**src/rtl/uart_ctrl_pkg.sv**
```systemverilog
// Shared types and constants for the UART transmit scheduler and its arbiter.
// Baud codes match the encoding used by the transmitter and receiver.
package uart_ctrl_pkg;

   localparam int UART_WORD_W = 16;
   localparam int UART_BYTE_W = 8;

   localparam logic [2:0] BAUD_300    = 3'b000;
   localparam logic [2:0] BAUD_1200   = 3'b001;
   localparam logic [2:0] BAUD_4800   = 3'b010;
   localparam logic [2:0] BAUD_9600   = 3'b011;
   localparam logic [2:0] BAUD_19200  = 3'b100;
   localparam logic [2:0] BAUD_38400  = 3'b101;
   localparam logic [2:0] BAUD_57600  = 3'b110;
   localparam logic [2:0] BAUD_115200 = 3'b111;

   typedef enum logic [2:0] {
      IDLE    = 3'd0,
      WR      = 3'd1,
      WAIT_HI = 3'd2,
      WAIT_LO = 3'd3,
      GAP     = 3'd4
   } sched_state_t;

   function automatic logic [UART_BYTE_W-1:0] word_byte(input logic [UART_WORD_W-1:0] w,
                                                         input logic lo_sel);
      return lo_sel ? w[UART_BYTE_W-1:0] : w[UART_WORD_W-1:UART_BYTE_W];
   endfunction

endpackage

```
**src/rtl/uart_rr_arbiter.sv**
```systemverilog
// Combinational round-robin pick: first requester at or after the pointer.
// The pointer itself is owned by the scheduler.
module uart_rr_arbiter #(
   parameter int NUM_REQ = 4,
   parameter int PTR_W   = $clog2(NUM_REQ)
) (
   input  logic [NUM_REQ-1:0] req,
   input  logic [PTR_W-1:0]   ptr,
   output logic [NUM_REQ-1:0] pick,
   output logic [PTR_W-1:0]   pick_idx
);

   // scan from the pointer, wrapping, and keep the first hit
   always_comb begin
      int               sum;
      logic [PTR_W-1:0] idx;
      logic             found;
      pick     = '0;
      pick_idx = '0;
      found    = 1'b0;
      sum      = 0;
      idx      = '0;
      for (int off = 0; off < NUM_REQ; off++) begin
         sum = int'(ptr) + off;
         idx = (sum >= NUM_REQ) ? PTR_W'(sum - NUM_REQ) : PTR_W'(sum);
         if (!found && req[idx]) begin
            found     = 1'b1;
            pick[idx] = 1'b1;
            pick_idx  = idx;
         end else begin
            found = found;
         end
      end
   end

endmodule

```
**src/rtl/uart_tx_scheduler.sv**
```systemverilog
// Round-robin scheduler sharing one UART transmitter between NUM_REQ word sources.
// Each 16-bit word goes out as two frames, MSB byte first, followed by an idle gap.
module uart_tx_scheduler
   import uart_ctrl_pkg::*;
#(
   parameter int NUM_REQ      = 4,
   parameter int GAP_CYCLES   = 16,
   parameter int BUSY_TIMEOUT = 64
) (
   input  logic                           clk,
   input  logic                           reset,
   input  logic [NUM_REQ-1:0]             req,
   input  logic [UART_WORD_W*NUM_REQ-1:0] word_data,
   input  logic [2:0]                     cfg_baud_select,
   output logic [NUM_REQ-1:0]             grant,
   output logic                           done,
   output logic                           word_err,
   output logic [UART_BYTE_W-1:0]         Tx_Data,
   output logic                           Tx_WR,
   output logic                           Tx_EN,
   output logic [2:0]                     baud_select,
   input  logic                           Tx_BUSY
);

   localparam int               PTR_W    = $clog2(NUM_REQ);
   localparam logic [PTR_W-1:0] LAST_IDX = PTR_W'(NUM_REQ - 1);
   localparam logic [7:0]       TO_LIMIT = 8'(BUSY_TIMEOUT);
   localparam logic [7:0]       GAP_LAST = 8'(GAP_CYCLES - 1);

   sched_state_t             state_r, state_s;
   logic [UART_WORD_W-1:0]   words_s [NUM_REQ];
   logic [UART_WORD_W-1:0]   word_q_r, word_q_s;
   logic [NUM_REQ-1:0]       grant_r, grant_s, pick_s;
   logic [PTR_W-1:0]         ptr_r, ptr_s, idx_r, idx_s, pick_idx_s;
   logic                     byte_idx_r, byte_idx_s;
   logic [7:0]               to_cnt_r, to_cnt_s, gap_cnt_r, gap_cnt_s;
   logic [UART_BYTE_W-1:0]   tx_data_r, tx_data_s;
   logic                     tx_wr_r, tx_wr_s, tx_en_r, tx_en_s;
   logic [2:0]               baud_r, baud_s;
   logic                     done_r, done_s, err_r, err_s;

   for (genvar g = 0; g < NUM_REQ; g++) begin : g_word
      assign words_s[g] = word_data[UART_WORD_W*g +: UART_WORD_W];
   end

   uart_rr_arbiter #(.NUM_REQ(NUM_REQ), .PTR_W(PTR_W)) u_arb (
      .req      (req),
      .ptr      (ptr_r),
      .pick     (pick_s),
      .pick_idx (pick_idx_s)
   );

   // state and datapath registers
   always_ff @(posedge clk or negedge reset) begin
      if (!reset) begin
         state_r    <= IDLE;
         word_q_r   <= '0;
         grant_r    <= '0;
         ptr_r      <= '0;
         idx_r      <= '0;
         byte_idx_r <= 1'b0;
         to_cnt_r   <= 8'd0;
         gap_cnt_r  <= 8'd0;
         tx_data_r  <= '0;
         tx_wr_r    <= 1'b0;
         tx_en_r    <= 1'b0;
         baud_r     <= 3'b000;
         done_r     <= 1'b0;
         err_r      <= 1'b0;
      end else begin
         state_r    <= state_s;
         word_q_r   <= word_q_s;
         grant_r    <= grant_s;
         ptr_r      <= ptr_s;
         idx_r      <= idx_s;
         byte_idx_r <= byte_idx_s;
         to_cnt_r   <= to_cnt_s;
         gap_cnt_r  <= gap_cnt_s;
         tx_data_r  <= tx_data_s;
         tx_wr_r    <= tx_wr_s;
         tx_en_r    <= tx_en_s;
         baud_r     <= baud_s;
         done_r     <= done_s;
         err_r      <= err_s;
      end
   end

   // next-state and next-output logic; pulses default low, everything else holds
   always_comb begin
      state_s    = state_r;
      word_q_s   = word_q_r;
      grant_s    = grant_r;
      ptr_s      = ptr_r;
      idx_s      = idx_r;
      byte_idx_s = byte_idx_r;
      to_cnt_s   = to_cnt_r;
      gap_cnt_s  = gap_cnt_r;
      tx_data_s  = tx_data_r;
      tx_wr_s    = 1'b0;
      tx_en_s    = tx_en_r;
      baud_s     = baud_r;
      done_s     = 1'b0;
      err_s      = 1'b0;
      case (state_r)
         IDLE: begin
            if (|req) begin
               word_q_s   = words_s[pick_idx_s];
               baud_s     = cfg_baud_select;
               grant_s    = pick_s;
               idx_s      = pick_idx_s;
               tx_en_s    = 1'b1;
               tx_data_s  = word_byte(words_s[pick_idx_s], 1'b0);
               byte_idx_s = 1'b0;
               tx_wr_s    = 1'b1;
               state_s    = WR;
            end else begin
               state_s = IDLE;
            end
         end
         WR: begin
            to_cnt_s = 8'd0;
            state_s  = WAIT_HI;
         end
         WAIT_HI: begin
            if (Tx_BUSY) begin
               state_s = WAIT_LO;
            end else if (to_cnt_r == TO_LIMIT) begin
               done_s    = 1'b1;
               err_s     = 1'b1;
               gap_cnt_s = 8'd0;
               state_s   = GAP;
            end else begin
               to_cnt_s = (to_cnt_r == 8'hFF) ? to_cnt_r : to_cnt_r + 8'd1;
            end
         end
         WAIT_LO: begin
            if (Tx_BUSY) begin
               state_s = WAIT_LO;
            end else if (!byte_idx_r) begin
               tx_data_s  = word_byte(word_q_r, 1'b1);
               byte_idx_s = 1'b1;
               tx_wr_s    = 1'b1;
               state_s    = WR;
            end else begin
               done_s    = 1'b1;
               gap_cnt_s = 8'd0;
               state_s   = GAP;
            end
         end
         GAP: begin
            // grant stays visible during the done cycle, then drops with Tx_EN
            if (done_r) begin
               grant_s = '0;
               tx_en_s = 1'b0;
               ptr_s   = (idx_r == LAST_IDX) ? '0 : idx_r + 1'b1;
            end else begin
               grant_s = grant_r;
            end
            if (gap_cnt_r == GAP_LAST) begin
               state_s = IDLE;
            end else begin
               gap_cnt_s = gap_cnt_r + 8'd1;
            end
         end
         default: begin
            state_s = IDLE;
         end
      endcase
   end

   assign grant       = grant_r;
   assign done        = done_r;
   assign word_err    = err_r;
   assign Tx_Data     = tx_data_r;
   assign Tx_WR       = tx_wr_r;
   assign Tx_EN       = tx_en_r;
   assign baud_select = baud_r;

endmodule

```
**config.mk**
```make
export PLATFORM = sky130hd
export DESIGN_NAME = uart_tx_scheduler
export DESIGN_NICKNAME = d
export VERILOG_FILES = /design/src/rtl/uart_ctrl_pkg.sv /design/src/rtl/uart_rr_arbiter.sv /design/src/rtl/uart_tx_scheduler.sv
export SDC_FILE = /design/constraint.sdc
export NUM_CORES = 1
export LEC_CHECK = 0
export ABC_AREA = 1
export CAP_MARGIN = 20
export CORE_ASPECT_RATIO = 0.8
export CORE_MARGIN = 2
export CORE_UTILIZATION = 50
export CTS_CLUSTER_SIZE = 16
export DETAILED_ROUTE_END_ITERATION = 6
export PLACE_DENSITY = 0.81
export SYNTH_ARGS = -nofsm -noshare
export SYNTH_HDL_FRONTEND = slang
export SYNTH_HIERARCHICAL = 1
export SYNTH_SLANG_ARGS = --single-unit
```
**constraint.sdc**
```tcl
create_clock -name clk -period 3.03 [get_ports clk]
set_input_delay 0.606 -clock clk [delete_from_list [all_inputs] [get_ports clk]]
set_output_delay 0.606 -clock clk [all_outputs]
set_load 0.005 [all_outputs]
```
==> Word-level counts from Yosys, hierarchy flattened <==
Index checks and enable logic that the tools add are counted.
{ "totals": {"regBits": 51, "inputBits": 74, "output_inout_bits": 19, "word_cells": 160} }
{ "op_classes": {"add_sub_neg": 10, "magnitude_cmp": 13, "n_eq_ne": 20, "n_mux": 75, "bitwise": 4, "n_reduce_logical": 24} }
{ "op_table": {"columns": ["cell", "n"], "rows": [
  ["$mux 8", 11],
  ["$bmux 16 s2", 1],
  ["$mux 16", 2],
  ["$pmux 8 s2", 2],
  ["$mux 1", 24],
  ["$mux 4", 6],
  ["$pmux 8 s3", 1],
  ["$ne 2x2->1 const B", 11],
  ["$mux 2", 9],
  ["$add 8x1->8 const B", 2],
  ["$mux 3", 5],
  ["$pmux 3 s5", 1],
  ["$ge 3x3->1 const B", 4],
  ["$lt 2x3->1 const B", 4],
  ["$or 4x4->4", 3],
  ["$bmux 1 s2", 4],
  ["$demux 1 s2", 4],
  ["$eq 8x4->1 const B", 1],
  ["$eq 8x7->1 const B", 1],
  ["$eq 8x8->1 const B", 1],
  ["$ge 2x1->1 const B", 4],
  ["$pmux 1 s2", 4],
  ["$pmux 4 s2", 1],
  ["$reduce_and 4->1", 2],
  ["other kinds (20)", 38]
]} }

==> Longest topological paths before layout <==
{ "depth": {"ltp_word": 20, "ltp_mapped": 18, "mapped_depth_nobuf": 14} }

==> Cells and area by module <==
The synthesis kept the hierarchy.
{ "by_module_without_submodules": {"columns": ["mod", "instances", "cells_each", "area_each_um2", "seq_area_each_um2"], "rows": [
  ["uart_tx_scheduler", 1, 439, 3213.1, 1276.2],
  ["uart_rr_arbiter", 1, 82, 515.5, 0.0]
]} }

==> Worst setup path after synthesis <==
OpenSTA, ideal clock, no wires.
{ "synth_path": {"path_kind": "register to register", "from": "register ptr_r[1]", "to": "register word_q_r[0]", "setup_ps": 119, "arrival_ps": 2388, "required_ps": 2911, "slack_ps": 523, "stages_incl_launch_ff": 17, "n_path_buf": 3, "synth_period_minus_slack_ps": 2507, "cell_sequence": "dfrtp_1 -> bufinv_8 -> ha_1 -> inv_1 -> nand3_1 -> nand2_1 -> nand3_1 -> nor2_1 -> nor2_1 -> nor2_1 -> buf_4 -> inv_2 -> buf_6 -> buf_6 -> o211ai_1 -> o21ai_0 -> o21a_1"} }
{ "synth_via": {"elab_chain_cells": 18, "word_cells_on_any_way": 40, "classes_between": "add/sub (7); order compare (4); mux (22); bitwise (1); reduce/logical (6)"} }
{ "synth_lines": {"columns": ["item", "line", "rtl"], "rows": [
  ["start: declaration", "uart_tx_scheduler.sv:34", "logic [PTR_W-1:0] ptr_r, ptr_s, idx_r, idx_s, pick_idx_s;"],
  ["start signal: assignment", "uart_tx_scheduler.sv:74", "ptr_r <= ptr_s;"],
  ["parallel branches: the longest is 13 deep, another holds $add 2x1->3", null, null],
  ["$mux 2 (*)", "uart_rr_arbiter.sv:26", "if (!found && req[idx]) begin"],
  ["named net pick_idx_s[0]", "uart_tx_scheduler.sv:34", null],
  ["$not 2->3 (not written as such) (*)", "uart_tx_scheduler.sv:107", "word_q_s = words_s[pick_idx_s];"],
  ["$bmux 16 s2 (*)", "uart_tx_scheduler.sv:107", null],
  ["$mux 16 (*) (2 in a row)", null, null],
  ["end signal: assignment", "uart_tx_scheduler.sv:72", "word_q_r <= word_q_s;"],
  ["end: declaration", "uart_tx_scheduler.sv:32", "logic [UART_WORD_W-1:0] word_q_r, word_q_s;"]
]} }
Mark *: on every way through the listed nets, which the timed path passes. The select of a mux whose other input is x is not followed.
A chain may end at the register's enable or synchronous reset.

==> Worst setup path in the final report <==
{ "layout_path": {"from": "register ptr_r[1]", "to": "register word_q_r[7]"} }
The elaborated chain is that of the path after synthesis.

==> impl_metrics.env <==
export IMPL_ys_warnings_count=6
export IMPL_synth_flop_cell="dfrtp_1"
export IMPL_crit_type="register to register"
export IMPL_syn_nets=604
export IMPL_crit_top_cell="nor2_1"
export IMPL_synth_edf_count=0
export IMPL_rr_worst_depth=13
export IMPL_slew_headroom=0.6156
export IMPL_drive_gt1_frac=0.09524
export IMPL_post_synth_cell_area_avg_sq_um=7.157
export IMPL_hold_buffers=0
export IMPL_dp_slack_ns=0.1872
export IMPL_synth_async_reset_ratio=1.000
export IMPL_grt_use_total=0.2266
export IMPL_area_delta_synth_final_pct=27.92
export IMPL_r2r_end="word_q_r[7]"
export IMPL_cts_sinks=51
export IMPL_setup_viol=0
export IMPL_rows=28
export IMPL_final_cell_mix="159 x nand2_1, 91 x clkdlybuf4s50_1, 61 x nand3_1"
export IMPL_first_global_vias=3164
export IMPL_hold_viol=0
export IMPL_fin_crit_sh=0.8560
export IMPL_post_cts_buffers=0
export IMPL_slew_violations=0
export IMPL_htree_levels=2
export IMPL_cts_buffer_depth=2
export IMPL_finalWorstPathRequiredPeriod_ns=2.594
export IMPL_peakVddDrop_mv=0.3787
export IMPL_cts_tree="built"
export IMPL_dieArea_sq_mm=0.008168
export IMPL_ys_types=40
export IMPL_grt_pass1_wl_microns=14810
export IMPL_wirelength_microns=9288
export IMPL_fp_coreArea_sq_mm=0.007322
export IMPL_boundaryPins=93
export IMPL_cp_end_kind="register"
export IMPL_p_leak_nw=2.291
export IMPL_cp_slowest_cell="dfrtp_1"
export IMPL_r2r_start="ptr_r[1]"
export IMPL_ff2ff_setup_slack_ns=0.44
export IMPL_dr_pass1_iters=4
export IMPL_overflow=0
export IMPL_p_per_area_mw_per_mm2=741.0
export IMPL_holdWs_ns=0.2152
export IMPL_crit_buf_inv=3
export IMPL_ys_seq_area_frac=0.3423
export IMPL_diodes=0
export IMPL_dpl_cell_count=692
export IMPL_io_buffers=92
export IMPL_cp_arrival_ns=2.80
export IMPL_die_x_microns=100.5
export IMPL_drc=0
export IMPL_final_cells=699
export IMPL_wire_per_inst_microns=13.29
export IMPL_grt_max_degree=39
export IMPL_cp_endpoint="word_q_r[7]"
export IMPL_cts_buffers=5
export IMPL_gp_congestion=0.8966
export IMPL_root_buffer="clkbuf_8"
export IMPL_worstSetupPathDepth=13
export IMPL_hold_class="input pin to async pin"
export IMPL_fmax_ghz=0.3856
export IMPL_outcome="complete, no violations"
export IMPL_final_common_cell="nand2_1"
export IMPL_nets=692
export IMPL_critPathMaxFanout=38
export IMPL_hpwl_microns=7150
export IMPL_fin_tns_setup_ns=0
export IMPL_max_cap_violations=0
export IMPL_critPathTopFamily="simple AND/OR/NAND/NOR gates"
export IMPL_tightest_slew_ns=0.5760
export IMPL_clkSlewWorstSetupHoldPaths_ns=0.10
export IMPL_drt_iter0_drc=245
export IMPL_cp_required_ns=3.24
export IMPL_clk_latency_ns=0.31
export IMPL_cts_resized=0
export IMPL_die_h_microns=81.24
export IMPL_ant_nets=0
export IMPL_worst_path_largest_cell_delay_ns=0.36
export IMPL_finalClockSkew_ns=0.008337
export IMPL_syn_inst=521
export IMPL_setup_slack_ns=0.4364
export IMPL_start_kind="register"
export IMPL_rsz0062_at_grt="false"
export IMPL_crit_path_start="ptr_r[1]"
export IMPL_initial_core_util=0.5092
export IMPL_ys_ff_latch=51
export IMPL_num_vias=3634
export IMPL_worstPathCellList="bufinv_8, ha_1, inv_1, nand3_1, nand2_1, nand3_1, nor2_1, nor2_1, nor2_1, inv_2, o211ai_1, o21ai_0, o21a_1"
export IMPL_avgViaCountPerCell=5.199
export IMPL_syn_area_sq_mm=0.003729
export IMPL_antenna_found_initial=0
==> through the flow <==
step	power [W]	cell area (sq um)	util
4_1_cts	0.003552	4770	0.6514
6_report	0.003534	4770	0.6514
3_5_place_dp	0.003070	4663	0.6369
2_1_floorplan	0.002505	3729	-
5_1_grt	0.003853	4770	0.6514
3_3_place_gp	0.003008	4663	0.6369
==> worst register-to-register path: stages, from the launching register on <==
cell and delay, ns:
dfrtp_1 0.36, bufinv_8 0.20, ha_1 0.33, inv_1 0.14, nand3_1 0.09, nand2_1 0.13
nand3_1 0.08, nor2_1 0.15, nor2_1 0.06, nor2_1 0.15, inv_2 0.25, o211ai_1 0.27
o21ai_0 0.12, o21a_1 0.18
==> flip-flops by register name, summed over array words and instances (netlist names) <==
register     flops
word_q_r         8
gap_cnt_r        8
word_err         1
byte_idx_r       1
Tx_EN            1
done             1
Tx_Data          8
to_cnt_r         8
baud_select      3
grant            4
ptr_r            2
state_r          3
Tx_WR            1
idx_r            2
==> Yosys cell counts (2+ instances only) <==
cell type / number / area share
a21oi_1: 12 / 0.016
dfrtp_1: 51 / 0.34
nand3_2: 4 / 0.011
nand3_4: 3 / 0.014
inv_2: 4 / 0.0040
nor2_2: 3 / 0.0050
nand2_8: 3 / 0.016
nand2_1: 159 / 0.16
nor2_1: 48 / 0.048
a21boi_0: 4 / 0.0081
o21ai_2: 9 / 0.021
o21a_1: 8 / 0.016
inv_1: 51 / 0.051
o21ai_0: 29 / 0.039
ha_1: 9 / 0.030
o21ai_1: 5 / 0.0067
or2_2: 2 / 0.0034
clkbuf_1: 2 / 0.0020
buf_4: 4 / 0.0081
buf_6: 6 / 0.018
nand4_1: 11 / 0.018
o211ai_1: 6 / 0.012
nand2_2: 4 / 0.0067
nor2_8: 2 / 0.011
nand2_4: 4 / 0.012
nand3_1: 61 / 0.082
buf_2: 4 / 0.0054
==> cells by family after synthesis <==
| group | after synthesis | synth area share |
|---|---|---|
| and+or+nand+nor | 308 | 0.3960 |
| AOI/OAI and AO/OA | 76 | 0.1258 |
| buffers and inverters | 76 | 0.1034 |
| DFF | 51 | 0.3423 |
| adders and majority gates | 9 | 0.03020 |
| xor gates and xnor gates | 1 | 0.002349 |
==> routing by layer <==
metal / GRT usage / wire length (microns) / up-vias
met5: 0 / 0 / -
met4: 0.04658 / 96 / 0
met3: 0.03184 / 403 / 12
met2: 0.3577 / 4265 / 95
met1: 0.3328 / 4523 / 1672
li1: - / - / 1855
==> power breakdown <==
group,internal [W],total (W),switching (W)
sequential,0.000916,0.00108,0.000166
combinational,0.000808,0.00198,0.00117
clock,0.000242,0.000475,0.000233
total,0.00196,0.00353,0.00157
==> cell type report <==
type	count	area, sq um
clock inverter	2	37.54
multi-input combinational	394	2067
inverter	58	239.0
timing repair buffer	99	968.4
clock buffer	5	68.82
sequential	51	1276
tap	90	112.6
fill	612	2552
==> worst min-delay path by stage <==
stage / from / end / slack [ns] / cells past startpoint
finish: reset / done / 0.22 / 1
global placement: Tx_Data[1] / Tx_Data[1] / 0.46 / 2
floorplan: reset / Tx_Data[0] / 0.31 / 0
CTS: reset / done / 0.23 / 1
detailed placement: Tx_Data[0] / Tx_Data[0] / 0.47 / 2
global route: reset / gap_cnt_r[3] / 0.24 / 1
No activity file was read; power rests on OpenSTA's default activity.
